## src/rtl/manchester_encoder.sv

```systemverilog
// -----------------------------------------------------------------------------
// manchester_encoder
//
// Serialises one DATA_WIDTH-bit word per handshake onto a Manchester line.
// A frame is one sync bit (0), then the payload MSB first, then GAP_BITS idle
// bit periods with the line held low. Bit 0 is sent as low-then-high and bit 1
// as high-then-low. Each half-bit lasts R clk cycles. R is the REF value
// captured at the handshake; REF values 0 and 1 are raised to 2.
//
// Ports
//   clk            in   system clock, rising edge
//   globalReset    in   synchronous active-low reset
//   REF[3:0]       in   half-bit period in clk cycles (captured at handshake)
//   txData[W-1:0]  in   payload word, sent MSB first
//   txValid        in   producer has a word on txData
//   txReady        out  encoder accepts a word this cycle (IDLE only)
//   ManchesterCode out  registered serial line
//   txBusy         out  frame or post-frame gap in progress
//   frameDone      out  one-cycle pulse after the last data half-bit
// -----------------------------------------------------------------------------
module manchester_encoder #(
    parameter int DATA_WIDTH = 8,
    parameter int GAP_BITS   = 2
) (
    input  logic                  clk,
    input  logic                  globalReset,
    input  logic [3:0]            REF,
    input  logic [DATA_WIDTH-1:0] txData,
    input  logic                  txValid,
    output logic                  txReady,
    output logic                  ManchesterCode,
    output logic                  txBusy,
    output logic                  frameDone
);

    // Half-bits in the active part of a frame: sync bit plus payload.
    localparam int            HALVES     = 2 * (DATA_WIDTH + 1);
    localparam int            HW         = $clog2(HALVES);
    localparam logic [HW-1:0] HALF_LAST  = HW'(HALVES - 1);

    // Half-bits in the post-frame gap.
    localparam int            GAP_HALVES = 2 * GAP_BITS;
    localparam int            GW         = (GAP_HALVES > 2) ? $clog2(GAP_HALVES) : 1;
    localparam logic [GW-1:0] GAP_LAST   = GW'((GAP_HALVES > 0) ? GAP_HALVES - 1 : 0);

    typedef enum logic [1:0] {
        IDLE,
        SYNC,
        DATA,
        GAP
    } state_t;

    state_t                state;
    logic [3:0]            r_q;        // captured, clamped half-bit period
    logic [3:0]            half_cnt;   // cycles left in the current half-bit
    logic [HW-1:0]         half_idx;   // half-bit index within the active frame
    logic [GW-1:0]         gap_idx;    // half-bit index within the gap
    logic [DATA_WIDTH:0]   shreg;      // MSB is the bit currently on the line
    logic                  ready_q;
    logic [3:0]            ref_clamped;
    logic                  half_end;

    assign ref_clamped = (REF < 4'd2) ? 4'd2 : REF;
    assign half_end    = (half_cnt == 4'd0);

    // ready_q is a pure register (no path from txValid). The reset gate keeps
    // txReady low for the whole time reset is held, including the cycle before
    // the first reset edge.
    assign txReady = ready_q & globalReset;

    // NOTE: all state below uses non-blocking assignments so every register
    // samples the pre-edge values of the others; blocking here would create
    // order-dependent simulation and mismatch the synthesised flops.
    always_ff @(posedge clk) begin
        if (!globalReset) begin
            state          <= IDLE;
            r_q            <= 4'd2;
            half_cnt       <= 4'd0;
            half_idx       <= '0;
            gap_idx        <= '0;
            shreg          <= '0;
            ready_q        <= 1'b0;
            ManchesterCode <= 1'b0;
            txBusy         <= 1'b0;
            frameDone      <= 1'b0;
        end else begin
            frameDone <= 1'b0;

            case (state)
                IDLE: begin
                    ready_q        <= 1'b1;
                    ManchesterCode <= 1'b0;
                    txBusy         <= 1'b0;
                    if (txValid && ready_q) begin
                        // The first sync half (low) goes out on this edge so
                        // the frame starts on the very next cycle.
                        r_q            <= ref_clamped;
                        half_cnt       <= ref_clamped - 4'd1;
                        half_idx       <= '0;
                        shreg          <= {1'b0, txData};
                        ManchesterCode <= 1'b0;
                        txBusy         <= 1'b1;
                        ready_q        <= 1'b0;
                        state          <= SYNC;
                    end
                end

                SYNC, DATA: begin
                    if (!half_end) begin
                        half_cnt <= half_cnt - 4'd1;
                    end else if (half_idx == HALF_LAST) begin
                        frameDone      <= 1'b1;
                        ManchesterCode <= 1'b0;
                        if (GAP_BITS == 0) begin
                            state   <= IDLE;
                            txBusy  <= 1'b0;
                            ready_q <= 1'b1;
                        end else begin
                            state    <= GAP;
                            half_cnt <= r_q - 4'd1;
                            gap_idx  <= '0;
                        end
                    end else begin
                        half_cnt <= r_q - 4'd1;
                        half_idx <= half_idx + 1'b1;
                        if (!half_idx[0]) begin
                            // Second half of the same bit is its complement.
                            ManchesterCode <= ~shreg[DATA_WIDTH];
                        end else begin
                            // First half of the next bit equals the bit value.
                            ManchesterCode <= shreg[DATA_WIDTH-1];
                            shreg          <= {shreg[DATA_WIDTH-1:0], 1'b0};
                            if (state == SYNC) begin
                                state <= DATA;
                            end
                        end
                    end
                end

                GAP: begin
                    ManchesterCode <= 1'b0;
                    if (!half_end) begin
                        half_cnt <= half_cnt - 4'd1;
                    end else if (gap_idx == GAP_LAST) begin
                        state   <= IDLE;
                        txBusy  <= 1'b0;
                        ready_q <= 1'b1;
                    end else begin
                        half_cnt <= r_q - 4'd1;
                        gap_idx  <= gap_idx + 1'b1;
                    end
                end

                default: begin
                    state <= IDLE;
                end
            endcase
        end
    end

endmodule

```

## config.mk

```make
export PLATFORM = sky130hd
export DESIGN_NAME = manchester_encoder
export DESIGN_NICKNAME = d
export VERILOG_FILES = /design/src/rtl/manchester_encoder.sv
export SDC_FILE = /design/constraint.sdc
export NUM_CORES = 1
export LEC_CHECK = 0
export ABC_AREA = 1
export BUFFER_PORTS_ARGS = -buffer_cell sky130_fd_sc_hd__buf_2
export CORE_MARGIN = 2
export CORE_UTILIZATION = 52
export CTS_CLUSTER_SIZE = 14
export DETAILED_ROUTE_END_ITERATION = 6
export HOLD_SLACK_MARGIN = 0.1
export PLACE_DENSITY = 0.75
export SLEW_MARGIN = 20
export SYNTH_ARGS = -nofsm -noshare
export SYNTH_HDL_FRONTEND = slang
export SYNTH_SLANG_ARGS = --single-unit
```

## constraint.sdc

```tcl
create_clock -name clk -period 1.52 [get_ports clk]
set_input_delay 0.228 -clock clk [delete_from_list [all_inputs] [get_ports clk]]
set_output_delay 0.228 -clock clk [all_outputs]
set_load 0.1 [all_outputs]
```

==> results of run 1 <==
-- final cells by class --
type / instances / share of cell area [%]
clock buffer: 7 / 2.686
tap: 44 / 2.686
inverter: 23 / 4.579
sequential: 30 / 29.43
multi-input combinational: 178 / 47.01
clock inverter: 1 / 0.2442
timing repair buffer: 40 / 13.37
-- layout by cell type, fill, tap and decap left out, types with 2 or more instances in the layout --
cell	count
sky130_fd_sc_hd__a21oi_1	15
sky130_fd_sc_hd__buf_2	17
sky130_fd_sc_hd__buf_4	21
sky130_fd_sc_hd__clkbuf_4	5
sky130_fd_sc_hd__dfxtp_1	28
sky130_fd_sc_hd__dfxtp_2	2
sky130_fd_sc_hd__ha_1	5
sky130_fd_sc_hd__inv_1	18
sky130_fd_sc_hd__inv_2	3
sky130_fd_sc_hd__nand2_1	60
sky130_fd_sc_hd__nand2_2	3
sky130_fd_sc_hd__nand2_4	3
sky130_fd_sc_hd__nand3_1	13
sky130_fd_sc_hd__nand3b_1	2
sky130_fd_sc_hd__nand4_1	5
sky130_fd_sc_hd__nor2_1	32
sky130_fd_sc_hd__nor2_4	3
sky130_fd_sc_hd__nor3_1	2
sky130_fd_sc_hd__o21ai_0	9
sky130_fd_sc_hd__o21ai_1	8
sky130_fd_sc_hd__o21ai_2	2
sky130_fd_sc_hd__o22ai_1	3
-- sequential cells by signal (all words and copies together), names as in the netlist --
| name | flops |
|---|---|
| ready_q | 1 |
| txBusy | 1 |
| half_idx | 5 |
| state | 2 |
| gap_idx | 2 |
| half_cnt | 4 |
| shreg | 9 |
| r_q | 4 |
| ManchesterCode | 1 |
| frameDone | 1 |
-- routing by layer --
| metal | vias up | part of all wire, % | global-route usage, % |
|---|---|---|---|
| met3 | 7 | 4.2 | 7.676 |
| met1 | 703 | 49 | 29.49 |
| met2 | 25 | 45 | 34.47 |
| met4 | 0 | 1.4 | 6.349 |
| li1 | 855 | - | - |
| met5 | - | 0 | 0 |
-- through the flow --
stage                     cell area [sq um]  power [uW]  utilization, %
final                                  2049        3920           67.69
after global routing                   2049        4242           67.69
after CTS                              2012        3858           66.45
after detailed placement               1921        3252           63.43
after global placement                 1921        3216           63.43
after floorplan                        1667        2728               -
-- Yosys cell counts (3+ instances only) --
cell / n
sky130_fd_sc_hd__a21oi_1: 16
sky130_fd_sc_hd__o22ai_1: 3
sky130_fd_sc_hd__nand4_1: 5
sky130_fd_sc_hd__o21ai_1: 5
sky130_fd_sc_hd__dfxtp_1: 30
sky130_fd_sc_hd__clkbuf_1: 3
sky130_fd_sc_hd__o21ai_0: 12
sky130_fd_sc_hd__nor2_1: 33
sky130_fd_sc_hd__nand3_1: 14
sky130_fd_sc_hd__nand2_1: 62
sky130_fd_sc_hd__nand2_4: 3
sky130_fd_sc_hd__ha_1: 7
sky130_fd_sc_hd__inv_1: 21
-- what timing repair did --
action                                  4_1_cts  5_1_grt
gates cloned                                  1        0
gates resized for setup                       2        8
hold buffers                                  0        0
buffers inserted                              2        2
endpoints found under the setup margin       10       21
pin swaps                                     3        2
-- power groups by stage --
stage / combinational, uW / clock [uW] / sequential, uW
6_report: 2280 / 513 / 1130
4_1_cts: 2200 / 522 / 1130
3_5_place_dp: 2100 / 0 / 1150
3_3_place_gp: 2070 / 0 / 1150
2_1_floorplan: 1440 / 0 / 1290
5_1_grt: 2530 / 550 / 1160
-- path summary, 6_finish.rpt --
check,endpoint,slack [ps],cells after the start
hold / removal,r_q[3],140,3
setup / recovery,shreg[2],8,9
hold reg to reg,shreg[0],470,2
setup reg to reg,shreg[2],8,9
-- cell families (layout without fill, tap and decap cells) --
group / Yosys count / after routing
buffers and inverters: 29 / 71
AO/OA/AOI/OAI: 41 / 42
XOR/XNOR: 2 / 2
flip-flops: 30 / 30
adder cells (fa/ha/maj): 7 / 7
AND/OR/NAND/NOR: 127 / 127
-- worst max-delay path, cell delays in order (launching register included) --
cell                       delay [ps]
sky130_fd_sc_hd__dfxtp_2          350
sky130_fd_sc_hd__inv_2             60
sky130_fd_sc_hd__ha_4             300
sky130_fd_sc_hd__nand4_1          120
sky130_fd_sc_hd__nand2_2          140
sky130_fd_sc_hd__nor2_8            60
sky130_fd_sc_hd__o21ai_4          100
sky130_fd_sc_hd__clkinv_4         120
sky130_fd_sc_hd__nor2_1           110
sky130_fd_sc_hd__nor2_1            50
==> results.md, run 1 <==
## Worst setup path
• **Crit. Startpoint** state[1]
• **Worst Path Max Fanout** 8
• **Critical Path End Type** flip-flop
• **WP data required** 1750 ps
• **worst reg2reg path startpoint** state[1]
• **sort of element at the start of the critical path** flip-flop
• **endpoint arrival time on the critical path** 1740 ps
• **classification of the worst setup path** flip-flop to flip-flop

## Pwr
• **Leak Pwr** 0.0009774 uW
• **combinational share of power** 58.0%
• **relative contribution of the clock network to total power** 13.1%
• **Switch Pwr** 1830 uW
• **total power per unit cell area** 1913 nW/um^2
• **IR drop worst, VDD** 0.001343 V
• **power share of the sequential group** 28.9%
• **Power Internal** 2091 uW
• **Sw Share** 46.67%

## Yosys
• **number of nets produced by synthesis** 258
• **share of synthesized area spent on multiplexers** 0%
• **adder-cell share of the synthesized area** 5.303%
• **instance count of the mapped netlist** 236
• **synthesized area per cell** 6.998 sq um
• **Yosys top cell by area** sky130_fd_sc_hd__dfxtp_1
• **async set-reset flop share out of synthesis** 0%
• **area share of and/or/nand/nor cells after synthesis** 35.00%
• **sequential-to-total area share from yosys stat** 36.36%
• **main combinational cell family by area after synthesis** simple AND/OR/NAND/NOR gates
• **fraction of synthesized cell area taken by the top area cell type** 36.36%
• **leading post-synthesis cells by cell area** sky130_fd_sc_hd__dfxtp_1 (36%), sky130_fd_sc_hd__nand2_1 (14%), sky130_fd_sc_hd__nor2_1 (7.5%), sky130_fd_sc_hd__ha_1 (5.3%), sky130_fd_sc_hd__a21oi_1 (4.8%)
• **number of flops mapped to enable cells by yosys** 0
• **Synth Register Bits** 30
• **Synth Area in XOR/XNOR** 1.061%
• **Mapped Area** 1652 sq um
• **prevailing post-synth register cell** sky130_fd_sc_hd__dfxtp_1
• **Synthesis Warnings** 0
• **compound-cell area share of the yosys netlist** 14.24%
• **post-synth cell types** 32

## Die
• **number of placed I/O pins** 19
• **initial standard-cell utilization of the core** 54.55%
• **die footprint** 3643 sq um
• **total core area** 3028 sq um
• **height of the chip** 60.36 microns
• **num rows** 20
• **Die W** 60.36 microns

## Place
• **count of input and output buffers** 18
• **gpl congestion** 0.8385
• **cell count after placement** 310
• **Worst Setup Slack post-DPL** -28.02 ps
• **total half-perimeter wirelength after legalization and detailed placement** 2608 microns

## Drt
• **post-detailed-route via-to-cell ratio** 4.923
• **remaining antenna violation count after routing** 0
• **Detailed Route Iter0 Violations** 67
• **residual DRC count** 0
• **number of iterations in the first detailed-routing pass** 4
• **count of vias placed by the detailed router** 1,590
• **wire length per cell after detailed routing** 10.85 microns
• **routed wire length** 3506 microns

## CTS
• **number of CTS-inserted buffers** 5
• **TritonCTS clock tree** done
• **clock edge transition at the registers on the reported setup and hold paths** 110 ps
• **htree depth** 2
• **cell chosen for the clock root** sky130_fd_sc_hd__clkbuf_4
• **Bufs on Longest Clock Path** 2
• **number of clock sinks seen by CTS** 30
• **clock insertion delay at the later pin of the skew report** 340 ps

## Min path
• **source of the worst hold timing path** REF[3]
• **Min-Delay Path Class** input pin to flip-flop

## STA
• **sum of negative setup slack** 0 ps
• **minimum period implied by the final worst setup slack** 1512 ps
• **Fin Clk Skew** 12.86 ps
• **total setup violations reported at the end of the flow** 0
• **fmax** 661.4 MHz
• **final hold vios** 0
• **slew of the pin with the lowest slew margin** 486.4 ps
• **RSZ-0062 raised after global routing** yes
• **final worst setup slack** 8.050 ps
• **final hold slack** 136.0 ps
• **ratio of final minimum period to clock period** 99.47%
• **worst-case headroom to the max-slew limit** 67.79%
• **final number of max-transition violations** 0

## GRT
• **antenna violations before repair** 0
• **Overall Global Routing Usage** 22.25%
• **global route overflow** 0
• **number of global-route vias before repair** 1,423
• **largest net degree at the start of global routing** 16
• **first-pass GRT wire length** 6023 microns

## Layout
• **post-route non-filler standard cell count** 323
• **area occupied by multi-input gates** 963.4 sq um
• **Fill cells** 281
• **diodes inserted** 0
• **Storage cell area** 603.1 sq um
• **Syn-to-layout area delta** 24.09%
• **share of layout cells above drive strength 1** 25.81%
• **Total Nets Final** 300

## Job
• **max-capacitance violation count** 0

## Outcome
• **result of the run** finished clean

Power figures use the tool's default switching activity.
==> inputs of run 2 (changes only) <==
--- a/config.mk
+++ b/config.mk
@@ -12,7 +12,7 @@
 export CTS_CLUSTER_SIZE = 14
 export DETAILED_ROUTE_END_ITERATION = 6
 export HOLD_SLACK_MARGIN = 0.1
-export PLACE_DENSITY = 0.75
+export PLACE_DENSITY = 0.83
 export SLEW_MARGIN = 20
 export SYNTH_ARGS = -nofsm -noshare
 export SYNTH_HDL_FRONTEND = slang
==> run 2 against run 1 <==
Compared with the run above:
- the run now ends with setup timing left
- design area decreased by 0.12%
- core utilization decreased by 0.083 points
- die area unchanged
- critical endpoint is now shreg[8]
==> results.md, run 2 (synthesized netlist as in run 1, its figures left out) <==
## Outcome
• **result of the run** finished with violations
• **violations in the final reports** setup timing

## Layout
• **max reg flops** 9, unchanged
• **share of layout cells above drive strength 1** 28.00%, +2.2 points
• **Syn-to-layout area delta** 23.94%
• **area occupied by multi-input gates** 984.7 sq um, +2.2%
• **register with the most flip-flops** shreg
• **Storage cell area** 603.1 sq um, unchanged
• **post-route non-filler standard cell count** 319, -1.2%
• **post-route design area** 2047 sq um, -0.12%
• **most frequent cells in the layout** sky130_fd_sc_hd__nand2_1 (60), sky130_fd_sc_hd__dfxtp_1 (28), sky130_fd_sc_hd__nor2_1 (27)
• **Fill cells** 262, -6.8%
• **Total Nets Final** 298, -0.67%
• **leading cell type in the layout, fill and taps excluded** sky130_fd_sc_hd__nand2_1
• **leading registers by flop count** shreg (9), half_idx (5)
• **diodes inserted** 0, unchanged

## Worst setup path
• **Slowest cell on crit path** sky130_fd_sc_hd__dfxtp_2
• **worst reg2reg path startpoint** state[0]
• **endpoint arrival time on the critical path** 1790 ps, +50 ps
• **ordered cell list for the critical path** inv_2, ha_4, nand4_1, nand2_2, nor2_8, o21ai_4, clkinv_4, nor2_2, nor2_1
• **Worst Path Max Fanout** 8, unchanged
• **WP data required** 1760 ps, about the same
• **Worst R2R Setup Slack** -30 ps, -40 ps
• **FF-to-FF End** shreg[8]
• **sort of element at the start of the critical path** flip-flop
• **critical path's largest stage delay** 340 ps, about the same
• **classification of the worst setup path** flip-flop to flip-flop
• **Critical Path End Type** flip-flop
• **Crit. Startpoint** state[0]
• **count of cells along the worst register-to-register path** 9, unchanged

## Pwr
• **Leak Pwr** 0.0009683 uW, -0.93%
• **total power** 3953 uW, +0.84%
• **IR drop worst, VDD** 0.001133 V, -16%
• **total power per unit cell area** 1931 nW/um^2, +0.97%

## GRT
• **global route overflow** 0, unchanged
• **antenna violations before repair** 0, unchanged
• **largest net degree at the start of global routing** 19, +3
• **Overall Global Routing Usage** 22.40%, +0.16 points
• **first-pass GRT wire length** 6016 microns, -0.12%
• **number of global-route vias before repair** 1,435, +0.84%

## Place
• **total placed instance area** 1913 sq um, -0.39%
• **cell count after placement** 309, -0.32%
• **total half-perimeter wirelength after legalization and detailed placement** 2502 microns, -4.1%
• **count of input and output buffers** 18, unchanged
• **Worst Setup Slack post-DPL** -68.14 ps, -40.12 ps
• **gpl congestion** 0.8939, +6.6%

## Drt
• **remaining antenna violation count after routing** 0, unchanged
• **residual DRC count** 0, unchanged
• **Detailed Route Iter0 Violations** 83, +24%
• **number of iterations in the first detailed-routing pass** 4, unchanged
• **routed wire length** 3631 microns, +3.6%
• **post-detailed-route via-to-cell ratio** 5.100, +3.6%
• **wire length per cell after detailed routing** 11.38 microns, +4.9%
• **count of vias placed by the detailed router** 1,627, +2.3%

## STA
• **final number of max-transition violations** 0, unchanged
• **fmax** 645.9 MHz, -2.3%
• **worst-case headroom to the max-slew limit** 67.68%, -0.12 points
• **slew of the pin with the lowest slew margin** 488.2 ps, +1.770 ps
• **Fin Clk Skew** 10.19 ps, -2.668 ps
• **RSZ-0062 raised after global routing** yes
• **final worst setup slack** -28.26 ps, -36.31 ps
• **minimum period implied by the final worst setup slack** 1548 ps, +36.31 ps
• **final hold vios** 0, unchanged
• **total setup violations reported at the end of the flow** 7, +7
• **ratio of final minimum period to clock period** 101.9%, +2.4 points

## Die
• **initial standard-cell utilization of the core** 54.55%, unchanged
• **Die W** 60.36 microns, unchanged
• **die footprint** 3643 sq um, unchanged
• **num rows** 20, unchanged
• **height of the chip** 60.36 microns, unchanged
• **total core area** 3028 sq um, unchanged
• **number of placed I/O pins** 19, unchanged

## Min path
• **source of the worst hold timing path** REF[2]
• **worst hold path cell count** 3, unchanged
• **sink of the worst hold path** r_q[2]
• **Min-Delay Path Class** input pin to flip-flop

## CTS
• **cell chosen for the clock root** sky130_fd_sc_hd__clkbuf_4
• **TritonCTS clock tree** done
• **number of CTS-inserted buffers** 5, unchanged
• **number of clock sinks seen by CTS** 30, unchanged
• **clock insertion delay at the later pin of the skew report** 350 ps, about the same
• **htree depth** 2, unchanged
• **Bufs on Longest Clock Path** 2, unchanged
• **clock edge transition at the registers on the reported setup and hold paths** 90 ps, -20 ps
• **cts hold-fix bufs** 0, unchanged

## Job
• **max-capacitance violation count** 0, unchanged

-- run 2: cell count changes in the layout (fill, tap and decap cells not counted), sizes merged --
cell and change:
buf -2, clkbuf -1, clkinv -1
-- run 2: where the power goes --
group / leakage [uW] / switching [uW] / internal [uW]
Sequential: 0.000246 / 139 / 1000
Combinational: 0.000692 / 1450 / 882
Clock: 0.0000302 / 276 / 208
-- run 2: critical path, delay by kind of cell, from the launching register on --
kind,cells,cell delay (ps)
simple gates,5,510
flops,1,340
fa+ha+maj,1,300
buf+inv,2,190
compound gates,1,100
-- run 2: stage by stage --
stage | util (%) | setup TNS, ps | hold WS [ps]
4_1_cts | 65.83 | -2.599 | 131.9
2_1_floorplan | - | -151.9 | 355.3
5_1_grt | 67.60 | -1883 | 147.0
3_3_place_gp | 63.18 | 0 | 451.6
6_report | 67.60 | -75.05 | 128.8
3_5_place_dp | 63.18 | -312.4 | 452.5
-- run 2: what timing repair did --
item / 4_1_cts / 5_1_grt
cloned: 1 / 0
gates resized for setup: 2 / 17
buffers inserted: 2 / 1
setup endpoints to repair: 10 / 23
pin swaps: 3 / 2
-- run 2: cell type report --
type	instances	share of cell area, %
well taps	44	2.689
clock buffers	6	2.506
multi-input cells	178	48.11
flip-flops and latches	30	29.46
repair buffers	38	12.65
inverters	23	4.584
-- run 2: how the worst max path moves through the flow --
stage,endpoint,slack (ps),cells after the start
after floorplan,shreg[8],-30,10
after global placement,shreg[8],20,9
after detailed placement,shreg[8],-70,9
after CTS,half_idx[1],-3,9
after global routing,shreg[8],-150,9
final,shreg[8],-30,9
-- run 2: per-layer routing --
metal  track usage [%]  up-vias  part of all wire, %
met4             13.02        0                  2.3
met5                 0        -                    0
met3             5.544       11                  4.1
li1                  -      850                    -
met2             34.16       33                   45
met1             28.84      733                   49
